[src/rtl/decimal_entry_decoder.sv]
// decimal_entry_decoder
// Keyed decimal entry front-end: up to four BCD digits are strobed in from
// switches, echoed for the display path, and on Enter converted to a 16-bit
// binary value by an iterative multiply-by-10 accumulate (shift-and-add).
module decimal_entry_decoder #(
    parameter int NDIG = 4
) (
    input  logic        clock,
    input  logic        reset_n,
    input  logic [3:0]  Digit,
    input  logic        DigitKey,
    input  logic        EnterKey,
    input  logic        ClearKey,
    output logic [15:0] Value,
    output logic        Valid,
    output logic        Busy,
    output logic        Error,
    output logic [2:0]  Count,
    output logic [3:0]  Th,
    output logic [3:0]  H,
    output logic [3:0]  T,
    output logic [3:0]  O
);

    localparam logic [2:0] LP_MAX_DIG = 3'(NDIG);

    typedef enum logic [1:0] {
        ST_IDLE = 2'd0,
        ST_CONV = 2'd1,
        ST_DONE = 2'd2
    } state_t;

    // Key bit order in the conditioning vectors: [2]=Clear, [1]=Enter, [0]=Digit
    logic [2:0]  r_sync1;
    logic [2:0]  r_sync2;
    logic [2:0]  r_sync_d;
    logic [2:0]  w_edge;
    logic        w_edge_clear;
    logic        w_edge_enter;
    logic        w_edge_digit;

    state_t      r_state;
    logic [1:0]  r_idx;
    logic [15:0] r_acc;
    logic [15:0] r_value;
    logic        r_valid;
    logic        r_busy;
    logic        r_error;
    logic [2:0]  r_count;
    logic [3:0]  r_th;
    logic [3:0]  r_h;
    logic [3:0]  r_t;
    logic [3:0]  r_o;

    logic [3:0]  w_cur_digit;
    logic [15:0] w_next_acc;
    logic [2:0]  w_eff_count;

    // Two-flop synchronizer plus one delay stage for rising-edge detection
    always_ff @(posedge clock or negedge reset_n) begin
        if (!reset_n) begin
            r_sync1  <= 3'b000;
            r_sync2  <= 3'b000;
            r_sync_d <= 3'b000;
        end else begin
            r_sync1  <= {ClearKey, EnterKey, DigitKey};
            r_sync2  <= r_sync1;
            r_sync_d <= r_sync2;
        end
    end

    assign w_edge       = r_sync2 & ~r_sync_d;
    assign w_edge_clear = w_edge[2];
    assign w_edge_enter = w_edge[1];
    assign w_edge_digit = w_edge[0];

    // Select the digit consumed by the current conversion step, most significant first
    always_comb begin
        w_cur_digit = 4'd0;
        case (r_idx)
            2'd0:    w_cur_digit = r_th;
            2'd1:    w_cur_digit = r_h;
            2'd2:    w_cur_digit = r_t;
            2'd3:    w_cur_digit = r_o;
            default: w_cur_digit = 4'd0;
        endcase
    end

    // acc*10 + digit as (acc<<3)+(acc<<1)+digit; 9999 fits so no overflow handling
    assign w_next_acc = (r_acc << 3) + (r_acc << 1) + {12'd0, w_cur_digit};

    // A completed result makes the next digit start a fresh number
    always_comb begin
        w_eff_count = r_count;
        if (r_valid) begin
            w_eff_count = 3'd0;
        end else begin
            w_eff_count = r_count;
        end
    end

    // Entry / conversion FSM with all outputs held in registers
    always_ff @(posedge clock or negedge reset_n) begin
        if (!reset_n) begin
            r_state <= ST_IDLE;
            r_idx   <= 2'd0;
            r_acc   <= 16'd0;
            r_value <= 16'd0;
            r_valid <= 1'b0;
            r_busy  <= 1'b0;
            r_error <= 1'b0;
            r_count <= 3'd0;
            r_th    <= 4'd0;
            r_h     <= 4'd0;
            r_t     <= 4'd0;
            r_o     <= 4'd0;
        end else begin
            case (r_state)
                ST_IDLE: begin
                    if (w_edge_clear) begin
                        r_th    <= 4'd0;
                        r_h     <= 4'd0;
                        r_t     <= 4'd0;
                        r_o     <= 4'd0;
                        r_count <= 3'd0;
                        r_error <= 1'b0;
                        r_valid <= 1'b0;
                    end else if (w_edge_enter) begin
                        r_state <= ST_CONV;
                        r_busy  <= 1'b1;
                        r_acc   <= 16'd0;
                        r_idx   <= 2'd0;
                    end else if (w_edge_digit) begin
                        if ((Digit > 4'd9) || (w_eff_count >= LP_MAX_DIG)) begin
                            r_error <= 1'b1;
                        end else if (r_valid) begin
                            r_th    <= 4'd0;
                            r_h     <= 4'd0;
                            r_t     <= 4'd0;
                            r_o     <= Digit;
                            r_count <= 3'd1;
                            r_valid <= 1'b0;
                        end else begin
                            r_th    <= r_h;
                            r_h     <= r_t;
                            r_t     <= r_o;
                            r_o     <= Digit;
                            r_count <= r_count + 3'd1;
                        end
                    end else begin
                        r_state <= ST_IDLE;
                    end
                end
                ST_CONV: begin
                    r_acc <= w_next_acc;
                    if (r_idx == 2'd3) begin
                        r_state <= ST_DONE;
                    end else begin
                        r_idx <= r_idx + 2'd1;
                    end
                end
                ST_DONE: begin
                    r_value <= r_acc;
                    r_valid <= 1'b1;
                    r_busy  <= 1'b0;
                    r_state <= ST_IDLE;
                end
                default: begin
                    r_state <= ST_IDLE;
                    r_busy  <= 1'b0;
                end
            endcase
        end
    end

    assign Value = r_value;
    assign Valid = r_valid;
    assign Busy  = r_busy;
    assign Error = r_error;
    assign Count = r_count;
    assign Th    = r_th;
    assign H     = r_h;
    assign T     = r_t;
    assign O     = r_o;

endmodule

[config.mk]
export PLATFORM = sky130hd
export DESIGN_NAME = decimal_entry_decoder
export DESIGN_NICKNAME = d
export VERILOG_FILES = /design/src/rtl/decimal_entry_decoder.sv
export SDC_FILE = /design/constraint.sdc
export NUM_CORES = 1
export LEC_CHECK = 0
export ABC_AREA = 1
export CAP_MARGIN = 30
export CORE_ASPECT_RATIO = 0.9
export CORE_MARGIN = 3
export CORE_UTILIZATION = 56
export DETAILED_ROUTE_END_ITERATION = 10
export PLACE_DENSITY_LB_ADDON = 0.05
export SLEW_MARGIN = 5
export SYNTH_ARGS = -nofsm -noshare
export SYNTH_HDL_FRONTEND = slang
export SYNTH_SLANG_ARGS = --single-unit
[constraint.sdc]
create_clock -name clock -period 3.7 [get_ports clock]
set_clock_uncertainty 0.05 [all_clocks]
set_input_delay 0.555 -clock clock [delete_from_list [all_inputs] [get_ports clock]]
set_output_delay 0.555 -clock clock [all_outputs]
set_load 0.01 [all_outputs]
==> results.yml <==
critical_path:
  crit_top_cell: "nand3_1"
  criticalPathCategory: "flop to flop"
  crit_path_start_kind: "flop"
  critical_path_arrival_ns: 3.18
  crit_path_cell_trace: "inv_1 -> ha_1 -> inv_1 -> o22ai_1 -> fa_1 -> fa_1 -> inv_1 -> nand3_1 -> nand3_1 -> nand3_1 -> nand3_1 -> nand2_1 -> nand3_1 -> nand2_1"
  crit_buf_inv: 3
  endpoint_kind: "flop"
  path_delay_family: "adder cells"
  path_max_fanout: 6
  critPathRequiredTime_ns: 3.89
  cpPeakStageDelay_ns: 0.49
  slowest_stage: "fa_1"
clocking:
  ctsHtreeMaxLevel: 3
  cts_root_buffer: "clkbuf_8"
  hold_buffers: 0
  cts_setup_buffers: 0
  cts_buffers: 9
  clkLatencyLatePin_ns: 0.35
  cts.repair.resized: 0
  cts.clk_slew.worst_paths_ns: 0.08
  clockBufferDepth: 2
  clkSinkCount: 67
  cts_tree: "done"
floorplanning:
  dieArea_mm2: 0.00767
  core-area_mm2: 0.00628
  die_h_um: 83.4
  die_w_um: 92.0
  initial_core_util_pct: 59.3
  io_pins: 47
  rows: 27
yosys:
  ys.flop_type: "dfrtp_1"
  synth_area_per_cell_um2: 8.54
  syn_area_mm2: 0.00372
  yosysSeqAreaShare_pct: 45.0
  synth_top_cell_by_area: "dfrtp_1"
  yosys_register_bits: 67
  synth_warnings: 0
  synth_cell_types: 33
  synth_edf_count: 0
  ys_top_cells_by_area: "dfrtp_1, nand2_1, ha_1"
  netlist_top_cells_count: "nand2_1, inv_1, dfrtp_1"
  yosysMostFrequentCell: "nand2_1"
  synth_top_area_share_pct: 45.0
  syn_nets: 478
  synth-async-reset-ratio_pct: 100
  syn-instance-count: 436
routing:
  dr.first_iter.drc_count: 219
  drc_errors: 0
  routed_wl_mm: 8.46
  postRouteAntennaNets: 0
  via_per_inst: 5.19
  wl_per_cell_um: 14.6
  via_count: 3009
  dr.pass1.iters: 4
timing:
  period_minus_slack_ns: 2.99
  slew_violations: 0
  setup_tns_ns: 0
  fmax_mhz: 335
  fin_crit_sh_pct: 80.7
  max_slew_margin_pct: 40.9
  hold_ws_ns: 0.246
  rsz0062_at_grt: "false"
  worstMarginPinSlew_ns: 0.883
  finalSetupViolations: 0
  timing.final.hold_violations: 0
global_route:
  grt_max_degree: 37
  track_usage_pct: 23.9
  grt_pass1_wl_mm: 14.5
  antenna_found_initial: 0
  grt_pass1_vias: 2949
  grt_overflow: 0
hold_path:
  hold_class: "input pin to asynchronous set/reset pin"
pwr:
  ir_drop_v: 0.000452
  finalPower_mw: 4.22
  pwr_density_cell_mw_per_mm2: 939
  p_leak_nw: 2.28
cells_and_area:
  stdcell_count: 580
  drive_above_1_share_pct: 10.3
  design_area_mm2: 0.00449
  syn2layout_area_growth_pct: 20.6
  insertedDiodeCount: 0
  final_nets: 530
place:
  routabilityCongestion: 0.862
  place_area_mm2: 0.00426
  hpwl_mm: 6.26
  dpl.cell_count: 564
  io_buffers: 46
run:
  cap_violations: 0
run_status:
  run_status: "complete, no violations"
flip-flops by register name (all words and copies together), names as in the netlist, 3 cells and up:
name,flops
Value,16
r_acc,16
H,4
O,4
T,4
Th,4
Count,3
r_sync1,3
r_sync2,3
r_sync_d,3
through the flow:
stage          util (%)  setup WS [ns]
2_1_floorplan         -           1.07
3_3_place_gp       67.8          0.923
3_5_place_dp       67.8          0.777
4_1_cts            71.5          0.710
5_1_grt            71.5          0.409
6_report           71.5          0.712
routing by layer:
metal  GRT usage [%]  part of all wire (%)  vias to the layer above
met1            34.5                    49                     1410
met5               0                     0                        -
met3            7.25                   4.9                        7
met4            4.99                  0.83                        0
li1                -                     -                     1515
met2            35.6                    45                       77
cell type report:
cell class	count	area, um^2
Sequential cell	67	1680
Inverter	73	279
Clock inverter	6	95.1
Fill cell	533	1790
Timing Repair Buffer	47	475
Tap cell	87	109
Clock buffer	10	138
Multi-Input combinational cell	290	1720
power breakdown:
group          switching [mW]  total (mW)  internal, mW  leakage (nW)
clock                   0.301       0.706         0.405         0.117
sequential              0.210        1.21         0.998         0.857
combinational            1.35        2.30         0.952          1.31
total                    1.86        4.22          2.35          2.28
path summary, 6_finish.rpt:
check / start / end / slack [ns] / cells past startpoint
max: r_idx[0] / r_acc[14] / 0.71 / 14
min: reset_n / Count[0] / 0.25 / 1
max reg2reg: r_idx[0] / r_acc[14] / 0.71 / 14
min reg2reg: r_sync1[2] / r_sync2[2] / 0.31 / 0
max in group asynchronous: reset_n / Value[6] / 2.70 / 2
min in group clock: r_sync1[2] / r_sync2[2] / 0.31 / 0
placed cells by master (no fill, tap or decap), drive strengths merged:
| cell | count |
|---|---|
| o211ai | 1 |
| a211oi | 2 |
| bufinv | 2 |
| dfrtp | 67 |
| clkbuf | 10 |
| o21ai | 49 |
| o221ai | 1 |
| nor3 | 1 |
| buf | 2 |
| nand3b | 1 |
| clkdlybuf4s50 | 45 |
| fa | 2 |
| nor2 | 20 |
| mux2 | 6 |
| nand3 | 29 |
| xor2 | 1 |
| nand2 | 120 |
| inv | 75 |
| clkinv | 2 |
| ha | 31 |
| o22ai | 7 |
| nand4 | 2 |
| a21oi | 15 |
| xnor2 | 2 |
cells by family (layout without fill, tap and decap cells):
family / count (synthesis) / in the layout / share of synthesized area [%]
compound gates: 75 / 75 / 12.8
xor+xnor: 3 / 3 / 0.706
fa+ha+maj: 33 / 33 / 11.5
buf+inv: 79 / 136 / 8.84
flops: 67 / 67 / 45.0
mux: 6 / 6 / 1.81
simple gates: 173 / 173 / 19.3
(Power assumes the default switching activity.)
